### config.mk
export PLATFORM = sky130hd
export DESIGN_NAME = mult_booth_seq_flat
export DESIGN_NICKNAME = d
export VERILOG_FILES = /design/src/rtl/mult_booth_seq_if.sv /design/src/rtl/mult_booth_seq.sv /design/src/flat_wrapper.sv
export SDC_FILE = /design/constraint.sdc
export NUM_CORES = 1
export LEC_CHECK = 0
export ABC_AREA = 1
export BUFFER_PORTS_ARGS = -buffer_cell sky130_fd_sc_hd__buf_2
export CAP_MARGIN = 10
export CORE_ASPECT_RATIO = 0.75
export CORE_MARGIN = 1.5
export CORE_UTILIZATION = 62
export DETAILED_ROUTE_END_ITERATION = 12
export MAX_ROUTING_LAYER = met4
export PLACE_DENSITY = 0.9
export SETUP_SLACK_MARGIN = 0.4
export SLEW_MARGIN = 20
export SYNTH_ARGS = -nofsm -noshare
export SYNTH_HDL_FRONTEND = slang
export SYNTH_SLANG_ARGS = --single-unit
### constraint.sdc
create_clock -name clock -period 10.21 [get_ports clock]
set_input_delay 2.042 -clock clock [delete_from_list [all_inputs] [get_ports clock]]
set_output_delay 2.042 -clock clock [all_outputs]
set_load 0.02 [all_outputs]
### src/rtl/mult_booth_seq_if.sv
// Handshake/data bundle between the multdiv control logic and the Booth multiplier.
interface mult_booth_seq_if #(
  parameter int WIDTH = 32
);
  logic             ctrl_mult;
  logic [WIDTH-1:0] data_a;
  logic [WIDTH-1:0] data_b;
  logic [WIDTH-1:0] data_result;
  logic             data_exception;
  logic             data_resultRDY;
  logic             busy;

  // Requester side: issues operands, consumes the result.
  modport master (
    output ctrl_mult, data_a, data_b,
    input  data_result, data_exception, data_resultRDY, busy
  );

  // Multiplier side.
  modport slave (
    input  ctrl_mult, data_a, data_b,
    output data_result, data_exception, data_resultRDY, busy
  );
endinterface

### src/rtl/mult_booth_seq.sv
// Radix-2 Booth sequential signed multiplier. One add/sub per cycle through a
// WIDTH+1-bit two-level carry-lookahead adder built from 8-bit slices.

// One lookahead slice: local sum from an external carry-in, plus group
// generate/propagate that do not depend on that carry-in (no comb loop).
module mult_booth_seq_cla_slice #(
  parameter int SW = 8
) (
  input  logic [SW-1:0] a_i,
  input  logic [SW-1:0] b_i,
  input  logic          ci_i,
  output logic [SW-1:0] s_o,
  output logic          g_o,
  output logic          p_o
);
  logic [SW-1:0] g, p, c;
  logic          gg;

  // Bit carries inside the slice and group generate/propagate.
  always_comb begin
    g    = a_i & b_i;
    p    = a_i ^ b_i;
    c    = '0;
    c[0] = ci_i;
    for (int i = 0; i < SW - 1; i++) c[i+1] = g[i] | (p[i] & c[i]);
    gg = 1'b0;
    for (int i = 0; i < SW; i++) gg = g[i] | (p[i] & gg);
    s_o = p ^ c;
    g_o = gg;
    p_o = &p;
  end
endmodule

module mult_booth_seq #(
  parameter int WIDTH = 32,  // multiple of 8
  parameter int CNT_W = 6    // 2**CNT_W > WIDTH
) (
  input  logic                 clock,
  input  logic                 reset_n,
  mult_booth_seq_if.slave      bus
);
  localparam int SW  = 8;
  localparam int NSL = WIDTH / SW;

  typedef enum logic [1:0] {IDLE = 2'd0, RUN = 2'd1, DONE = 2'd2} state_t;

  state_t           state_q, state_d;
  logic [WIDTH:0]   m_q, m_d;
  logic [WIDTH:0]   acc_q, acc_d;
  logic [WIDTH-1:0] q_q, q_d;
  logic             qm1_q, qm1_d;
  logic [CNT_W-1:0] cnt_q, cnt_d;
  logic [WIDTH-1:0] res_q, res_d;
  logic             exc_q, exc_d;
  logic             rdy_q, rdy_d;
  logic             busy_q, busy_d;

  // Adder datapath.
  logic [WIDTH:0]   op;
  logic             cin;
  logic [WIDTH:0]   sum;
  logic [NSL-1:0]   sl_g, sl_p;
  logic [NSL:0]     sl_c;
  logic [WIDTH:0]   hi;
  logic             ovf;

  // Booth recode: 01 adds M, 10 adds ~M with carry-in (subtract), else add 0.
  always_comb begin
    op  = '0;
    cin = 1'b0;
    unique case ({q_q[0], qm1_q})
      2'b01:   op = m_q;
      2'b10: begin
        op  = ~m_q;
        cin = 1'b1;
      end
      default: op = '0;
    endcase
  end

  genvar gi;
  generate
    for (gi = 0; gi < NSL; gi++) begin : g_slice
      mult_booth_seq_cla_slice #(.SW(SW)) u_slice (
        .a_i  (acc_q[gi*SW +: SW]),
        .b_i  (op[gi*SW +: SW]),
        .ci_i (sl_c[gi]),
        .s_o  (sum[gi*SW +: SW]),
        .g_o  (sl_g[gi]),
        .p_o  (sl_p[gi])
      );
    end
  endgenerate

  // Slice-level lookahead carries; the extra sign bit is a single full-adder
  // stage and its carry out is dropped.
  always_comb begin
    sl_c    = '0;
    sl_c[0] = cin;
    for (int i = 0; i < NSL; i++) sl_c[i+1] = sl_g[i] | (sl_p[i] & sl_c[i]);
    sum[WIDTH] = acc_q[WIDTH] ^ op[WIDTH] ^ sl_c[NSL];
  end

  // Product fits in WIDTH signed bits only if product[2W-1:W-1] is all-equal.
  always_comb begin
    hi  = {acc_q[WIDTH-1:0], q_q[WIDTH-1]};
    ovf = ~((&hi) | ~(|hi));
  end

  // Next-state and datapath control.
  always_comb begin
    state_d = state_q;
    m_d     = m_q;
    acc_d   = acc_q;
    q_d     = q_q;
    qm1_d   = qm1_q;
    cnt_d   = cnt_q;
    res_d   = res_q;
    exc_d   = exc_q;
    rdy_d   = 1'b0;
    busy_d  = busy_q;
    unique case (state_q)
      IDLE: ;
      RUN: begin
        // Arithmetic shift of {sum, Q, q_m1} right by one.
        acc_d = {sum[WIDTH], sum[WIDTH:1]};
        q_d   = {sum[0], q_q[WIDTH-1:1]};
        qm1_d = q_q[0];
        cnt_d = cnt_q + 1'b1;
        if (cnt_q == CNT_W'(WIDTH - 1)) state_d = DONE;
      end
      DONE: begin
        res_d   = q_q;
        exc_d   = ovf;
        rdy_d   = 1'b1;
        busy_d  = 1'b0;
        state_d = IDLE;
      end
      default: state_d = IDLE;
    endcase
    // A start in any state (re)loads operands; a start during RUN aborts the
    // old operation silently, a start in DONE still lets its result out.
    if (bus.ctrl_mult) begin
      m_d     = {bus.data_a[WIDTH-1], bus.data_a};
      acc_d   = '0;
      q_d     = bus.data_b;
      qm1_d   = 1'b0;
      cnt_d   = '0;
      busy_d  = 1'b1;
      state_d = RUN;
    end
  end

  // State and datapath registers.
  always_ff @(posedge clock or negedge reset_n) begin
    if (!reset_n) begin
      state_q <= IDLE;
      m_q     <= '0;
      acc_q   <= '0;
      q_q     <= '0;
      qm1_q   <= 1'b0;
      cnt_q   <= '0;
      res_q   <= '0;
      exc_q   <= 1'b0;
      rdy_q   <= 1'b0;
      busy_q  <= 1'b0;
    end else begin
      state_q <= state_d;
      m_q     <= m_d;
      acc_q   <= acc_d;
      q_q     <= q_d;
      qm1_q   <= qm1_d;
      cnt_q   <= cnt_d;
      res_q   <= res_d;
      exc_q   <= exc_d;
      rdy_q   <= rdy_d;
      busy_q  <= busy_d;
    end
  end

  assign bus.data_result    = res_q;
  assign bus.data_exception = exc_q;
  assign bus.data_resultRDY = rdy_q;
  assign bus.busy           = busy_q;
endmodule

### src/flat_wrapper.sv
// flat-port wrapper written by rule: the top's interface ports become plain ports
module mult_booth_seq_flat 
#(
  parameter int WIDTH = 32,                  
  parameter int CNT_W = 6                       
)
  (clock, reset_n, bus_ctrl_mult, bus_data_a, bus_data_b, bus_data_result, bus_data_exception, bus_data_resultRDY, bus_busy);
  mult_booth_seq_if #(.WIDTH(WIDTH)) bus_i ();
  input  logic clock;
  input  logic reset_n;
  input wire logic [$bits(bus_i.ctrl_mult)-1:0] bus_ctrl_mult;
  input wire logic [$bits(bus_i.data_a)-1:0] bus_data_a;
  input wire logic [$bits(bus_i.data_b)-1:0] bus_data_b;
  output wire logic [$bits(bus_i.data_result)-1:0] bus_data_result;
  output wire logic [$bits(bus_i.data_exception)-1:0] bus_data_exception;
  output wire logic [$bits(bus_i.data_resultRDY)-1:0] bus_data_resultRDY;
  output wire logic [$bits(bus_i.busy)-1:0] bus_busy;
  assign bus_i.ctrl_mult = bus_ctrl_mult;
  assign bus_i.data_a = bus_data_a;
  assign bus_i.data_b = bus_data_b;
  assign bus_data_result = bus_i.data_result;
  assign bus_data_exception = bus_i.data_exception;
  assign bus_data_resultRDY = bus_i.data_resultRDY;
  assign bus_busy = bus_i.busy;
  mult_booth_seq #(.WIDTH(WIDTH), .CNT_W(CNT_W)) u_core (.clock(clock), .reset_n(reset_n), .bus(bus_i));
endmodule
* Word level (Yosys, flattened, before mapping) *
Cells that the tools add are included.

operators by class
  equal/unequal tests = 7
  add/subtract/negate cells = 1
  bitwise logic cells = 138
  reductions and logical operators = 10
  muxes and demuxes = 16

operators with widths
  operator                                                                 count
  33-bit two-way mux                                                       2
  33-bit case mux with 2 select lines                                      1
  32-bit two-way mux                                                       2
  8-bit bitwise XOR                                                        8
  1-bit OR                                                                 61
  1-bit AND                                                                60
  33-bit inverter                                                          1
  33-bit AND reduction                                                     1
  33-bit OR reduction                                                      1
  8-bit AND                                                                4
  8-bit AND reduction                                                      4
  6-bit two-way mux                                                        2
  6-bit by 1-bit adder with 6-bit output, second input constant            1
  6-bit by 5-bit == test with 1-bit output, second input constant          1
  1-bit two-way mux                                                        6
  2-bit by 1-bit == test with 1-bit output, second input constant          2
  2-bit == test, second input constant                                     2
  2-bit two-way mux                                                        2
  2-bit case mux with 2 select lines                                       1
  2-bit nonzero test                                                       2
  3-bit by 2-bit inequality test with 1-bit output, second input constant  1
  2-bit logical NOT                                                        1
  2-bit inequality test, second input constant                             1
  1-bit inverter                                                           2
  2 further kinds                                                          3

storage, ports and cells
  input port bits = 67
  output and inout bits = 35
  register bits = 141
  word-level logic and storage cells = 182

* Depth between registers and ports, before layout *
  word-level depth = 39
  mapped depth = 29
  gate-level depth less buffers = 29

* Cells and area by module *
From an unflattened synthesis, not the netlist that was laid out.

unflattened totals
  cell total of the unflattened synthesis = 833
  area total of the unflattened synthesis = 7542.2 um^2

by module, submodules not included
  module                    seq. area each (um^2)  area an instance (um^2)  cells each  instances
  mult_booth_seq            3503.4                 6125.9                   665         1
  mult_booth_seq_cla_slice  0.0                    354.1                    42          4

* Least setup slack after synthesis *
No wires, ideal clock.

  path kind = flip-flop to flip-flop
  start = register u_core.qm1_q
  end = register u_core.acc_q[30]
  library setup time = 83 ps
  setup slack = 4539 ps
  data arrival time = 5588 ps
  data required time = 10127 ps
  buffers on the path = 1
  stages on the path, launching flop included = 28
  period minus slack after synthesis = 5671 ps
  cell sequence = dfrtp_1 > inv_2 > nor2_1 > inv_2 > clkbuf_1 > nand2_1 > o21ai_0 > inv_1 > ha_1 > nand2_1 > nor2_1 > nand3_1 > o21a_1 > nand2_2 > nand2_2 > nand2_2 > nand2_1 > nand2_1 > inv_1 > fa_1 > fa_1 > fa_1 > fa_1 > fa_1 > fa_1 > fa_1 > xor2_1 > o22ai_1

on the way
  longest elaborated chain between the ends = 39
  elaborated cells between the ends (all ways) = 80
  those cells by class = eq/ne: 2; mux: 4; bitwise: 71; reduce/logical: 3

RTL lines
  item                                                                       RTL line                                    source
  start, declared                                                            mult_booth_seq.sv:51                        logic qm1_q, qm1_d;
  start signal, assigned                                                     mult_booth_seq.sv:172                       qm1_q <= qm1_d;
  2-bit == test or 2-bit by 1-bit == test with 1-bit output (tied branches)  mult_booth_seq.sv:71                        unique case ({q_q[0], qm1_q})
  33-bit case mux with 2 select lines                                        mult_booth_seq.sv:71
  8-bit bitwise XOR or 8-bit AND (tied branches)                             mult_booth_seq.sv:22, mult_booth_seq.sv:21
  1-bit AND                                                                  mult_booth_seq.sv:27                        for (int i = 0; i < SW; i++) gg = g[i] | (p[i] & gg);
  1-bit OR                                                                   mult_booth_seq.sv:27
  1-bit AND                                                                  mult_booth_seq.sv:27
  1-bit OR                                                                   mult_booth_seq.sv:27
  1-bit AND                                                                  mult_booth_seq.sv:27
  [23 not listed]                                                            --
  1-bit OR                                                                   mult_booth_seq.sv:25                        for (int i = 0; i < SW - 1; i++) c[i+1] = g[i] | (p[i] & c[i]);
  1-bit AND                                                                  mult_booth_seq.sv:25
  1-bit OR                                                                   mult_booth_seq.sv:25
  1-bit AND                                                                  mult_booth_seq.sv:25
  1-bit OR                                                                   mult_booth_seq.sv:25
  8-bit bitwise XOR *                                                        mult_booth_seq.sv:28                        s_o = p ^ c;
  33-bit two-way mux *                                                       mult_booth_seq.sv:122                       unique case (state_q)
  33-bit two-way mux *                                                       mult_booth_seq.sv:143                       if (bus.ctrl_mult) begin
  end signal, assigned                                                       mult_booth_seq.sv:159                       acc_q <= '0;
  end signal, assigned                                                       mult_booth_seq.sv:170                       acc_q <= acc_d;
  end, declared                                                              mult_booth_seq.sv:49                        logic [WIDTH:0] acc_q, acc_d;

Every way passes the cells marked *; elsewhere a longest branch is shown, timed or not. The select of a mux whose other input is x is not followed.
A chain may end at the register's enable or synchronous reset.

* Worst setup path in the final report *
  start = register u_core.q_q[0]
  end = register u_core.acc_q[30]

on the way
  longest elaborated chain between the ends = 39
  elaborated cells between the ends (all ways) = 80
  those cells by class = eq/ne: 2; mux: 4; bitwise: 71; reduce/logical: 3

RTL lines
  item                                                                       RTL line                                    source
  start, declared                                                            mult_booth_seq.sv:50                        logic [WIDTH-1:0] q_q, q_d;
  start signal, assigned                                                     mult_booth_seq.sv:171                       q_q <= q_d;
  2-bit == test or 2-bit by 1-bit == test with 1-bit output (tied branches)  mult_booth_seq.sv:71
  33-bit case mux with 2 select lines                                        mult_booth_seq.sv:71
  8-bit bitwise XOR or 8-bit AND (tied branches)                             mult_booth_seq.sv:22, mult_booth_seq.sv:21
  1-bit AND                                                                  mult_booth_seq.sv:27
  1-bit OR                                                                   mult_booth_seq.sv:27
  1-bit AND                                                                  mult_booth_seq.sv:27
  1-bit OR                                                                   mult_booth_seq.sv:27
  1-bit AND                                                                  mult_booth_seq.sv:27
  [23 not listed]                                                            --
  1-bit OR                                                                   mult_booth_seq.sv:25
  1-bit AND                                                                  mult_booth_seq.sv:25
  1-bit OR                                                                   mult_booth_seq.sv:25
  1-bit AND                                                                  mult_booth_seq.sv:25
  1-bit OR                                                                   mult_booth_seq.sv:25
  8-bit bitwise XOR *                                                        mult_booth_seq.sv:28
  33-bit two-way mux *                                                       mult_booth_seq.sv:122
  33-bit two-way mux *                                                       mult_booth_seq.sv:143

Marks and branches as above.

==> results.txt <==
result of the run -> complete, no violations
cell chain of the critical path -> nand2_4 > inv_1 > o21ai_0 > inv_1 > ha_1 > nand2_1 > nor2_1 > nand3_1 > o21a_1 > nand2_2 > nand2_2 > nand2_2 > nand2_1 > nand2_1 > inv_1 > fa_1 > fa_1 > fa_1 > fa_1 > fa_1 > fa_1 > fa_1 > xor2_1 > o22ai_1
multi-input logic area -> 0.00318 mm²
leak pwr -> 4.37 nW
largest stage delay on the critical path -> 0.50 ns
FMAX -> 0.153 GHz
Pint -> 0.00125 W
Remaining Overflow, GRT -> 0
fill count -> 727
initial antenna violation count -> 0
PostCTS Resize Cnt -> 0
pwr/cell area -> 228 mW/mm²
share of layout cells above drive strength 1 -> 16.4%
Post CTS Setup Buffer Count -> 0
IO Pins -> 102
Clock Path Buffers -> 2
row cnt -> 33
RSZ-0062 raised after global routing -> no
Post-Route WL -> 17500 µm
post-synthesis xor/xnor area fraction -> 0.726%
signal arrival time at the worst endpoint -> 6.85 ns
post-route non-filler standard cell count -> 1050
Global Route Usage Sum -> 31.3%
CP most frequent cell -> fa_1
drt wl/cell -> 16.7 µm
adder-cell share of the synthesized area -> 13.2%
WS Path Type -> reg2reg
Final nets -> 1024
CTS H-tree depth -> 4
peak supply drop -> 0.161 mV
RePlAce Congestion -> 0.896
switching part of the total -> 35.0%
Starting DRT DRC Count -> 638
register area share after synthesis -> 48.4%
Die W -> 128 µm
storage element area -> 0.00350 mm²
Area Overhead vs Synth -> 16.7%
Most Used Layer, Global Route -> met2
# clock sinks -> 140
hpwl dp -> 10900 µm
crit start category -> flip-flop
GR Util met1 -> 42.6%
routing usage on met3 -> 6.53%
crit path capture type -> flip-flop
CTS Root Cell -> clkbuf_16
# DRC -> 0
Reg power frac -> 38.3%
Die Height -> 96.6 µm
largest family of logic cells by synthesized area -> simple AND/OR/NAND/NOR gates
Slowest-stage cell, CP -> fa_1
Distinct cells, synth -> 30
largest net degree at the start of global routing -> 87
Final WS setup -> 3.68 ns
most frequent cells in the layout -> nand2_1, dfrtp_1, inv_1, buf_2, o21ai_0
setup violators final -> 0
setup TNS -> 0 ns
Setup WS pre-CTS -> 3.99 ns
Slew Viols, Final -> 0
Initial Utilization -> 65.0%
Post-Synth Simple-Gate Area -> 17.0%
CP Max Fanout -> 25
Routed Antenna Nets -> 0
Final period util -> 63.9%
power share of the clock group -> 34.2%
synth warn -> 0
post-layout util -> 75.8%
Worst Skew -> 0.0106 ns
cts bufs inserted -> 17
post-DR vias/cell -> 5.78
area of the die -> 0.0123 mm²
flops & latches, synth -> 140
Core Region -> 0.0111 mm²
syn_area_per_cell -> 8.98 µm²
TritonCTS clock tree -> built
Compound-Gate Fraction of Synth Area -> 13.0%
clk_lat worst skew -> 0.43 ns
Max Cap Viol -> 0
most common cell after layout, fill and taps aside -> nand2_1
Final Critical Period -> 6.53 ns
via count -> 6065
slew of the pin with the lowest slew margin -> 1.09 ns
Port Buffer Count -> 101
vias in the first global route -> 5970
combinational power share -> 27.5%
WP data required -> 10.53 ns
post-synthesis mux area share -> 0%
Clock transition at path regs -> 0.06 ns
cells after synthesis -> 807
slew margin rel. -> 27.3%
first-pass GRT wire length -> 29400 µm
Inst Count DP -> 1018
CTS Hold Buffers Added -> 0
Cell Area, Synth -> 0.00724 mm²
path type of the worst min-delay path -> reg2reg
Pre-antenna DRT Iters -> 6
antenna cells -> 0
met2 usage -> 47.1%
Net Count, Synth -> 934
endpoints failing hold -> 0
Net Sw Power -> 0.000675 W
## cell usage after synthesis
library cell | count | area, µm²
nand2_1 | 239 | 897
nor2_4 | 1 | 11.3
nand2_4 | 1 | 11.3
o221ai_1 | 29 | 254
nand2_2 | 3 | 18.8
a22o_1 | 2 | 17.5
a21o_1 | 1 | 7.51
nand3_1 | 17 | 85.1
ha_1 | 33 | 413
nor2_1 | 15 | 56.3
a21boi_0 | 1 | 7.51
inv_2 | 5 | 18.8
o21ai_0 | 73 | 365
a21oi_1 | 14 | 70.1
nand4_1 | 11 | 68.8
xor2_1 | 5 | 43.8
xnor2_1 | 1 | 8.76
o21a_1 | 3 | 22.5
fa_1 | 27 | 541
nor4_1 | 12 | 75.1
dfrtp_1 | 140 | 3500
buf_1 | 1 | 3.75
o22ai_1 | 29 | 181
buf_2 | 2 | 10.0
or2_2 | 1 | 6.26
clkbuf_8 | 1 | 13.8
a31oi_1 | 1 | 6.26
inv_1 | 108 | 405
o211ai_1 | 1 | 7.51
clkbuf_1 | 30 | 113
## routing by layer
layer	up-vias	routed length (µm)
li1	2837	-
met1	2932	7530
met2	253	8450
met3	43	1170
met4	0	342
met5	-	0
## worst max-delay path, delay by kind of cell, from the launching register on
kind,cells,cell delay (ns)
fa+ha+maj,8,3.67
compound gates,3,0.83
simple gates,9,0.82
buf+inv,3,0.52
flops,1,0.43
xor+xnor,1,0.18
## per-stage QoR
| stage | hold slack [ns] | area (µm²) | total power, W |
|---|---|---|---|
| after global routing | 0.474 | 8450 | 0.00204 |
| after global placement | 0.438 | 7820 | 0.00121 |
| after detailed placement | 0.444 | 7820 | 0.00124 |
| final | 0.454 | 8450 | 0.00193 |
| after CTS | 0.450 | 8450 | 0.00192 |
| after floorplan | 0.421 | 7240 | 0.00109 |
## power groups by stage
stage          logic (W)  registers (W)  clock network (W)
6_report        0.000530       0.000739           0.000660
3_5_place_dp    0.000501       0.000739                  0
2_1_floorplan   0.000365       0.000724                  0
4_1_cts         0.000526       0.000733           0.000661
3_3_place_gp    0.000470       0.000735                  0
5_1_grt         0.000603       0.000746           0.000688
## cell type report
cell class,count,share of cell area (%)
Inverter,113,5.02
Tap cell,140,2.07
Timing Repair Buffer,105,6.45
Clock buffer,17,5.03
Multi-Input combinational cell,520,37.6
Sequential cell,140,41.5
Clock inverter,15,2.37
## flip-flops by register name, summed over array words and instances (netlist names)
| register | cells |
|---|---|
| u_core.bus.busy | 1 |
| u_core.m_q | 32 |
| u_core.bus.data_resultRDY | 1 |
| u_core.acc_q | 32 |
| u_core.qm1_q | 1 |
| u_core.cnt_q | 6 |
| u_core.bus.data_exception | 1 |
| u_core.bus.data_result | 32 |
| u_core.state_q | 2 |
| u_core.q_q | 32 |
## cell families (layout without fill, tap and decap cells)
kind of cell | after synthesis | in the layout
AOI/OAI and AO/OA | 154 | 154
xor gates and xnor gates | 6 | 6
adders and majority gates | 60 | 60
buffers and inverters | 147 | 250
DFF | 140 | 140
and+or+nand+nor | 300 | 300
## worst paths after layout
check	start	end	slack, ns	cells past startpoint
worst max-delay path	u_core.q_q[0]	u_core.acc_q[30]	3.68	24
worst min-delay path	u_core.state_q[1]	u_core.state_q[1]	0.45	1
worst max register to register	u_core.q_q[0]	u_core.acc_q[30]	3.68	24
worst min register to register	u_core.state_q[1]	u_core.state_q[1]	0.45	1
max in group asynchronous	reset_n	u_core.acc_q[5]	7.53	2
min in group asynchronous	reset_n	u_core.bus.data_result[22]	1.54	1
(Power assumes the default switching activity.)
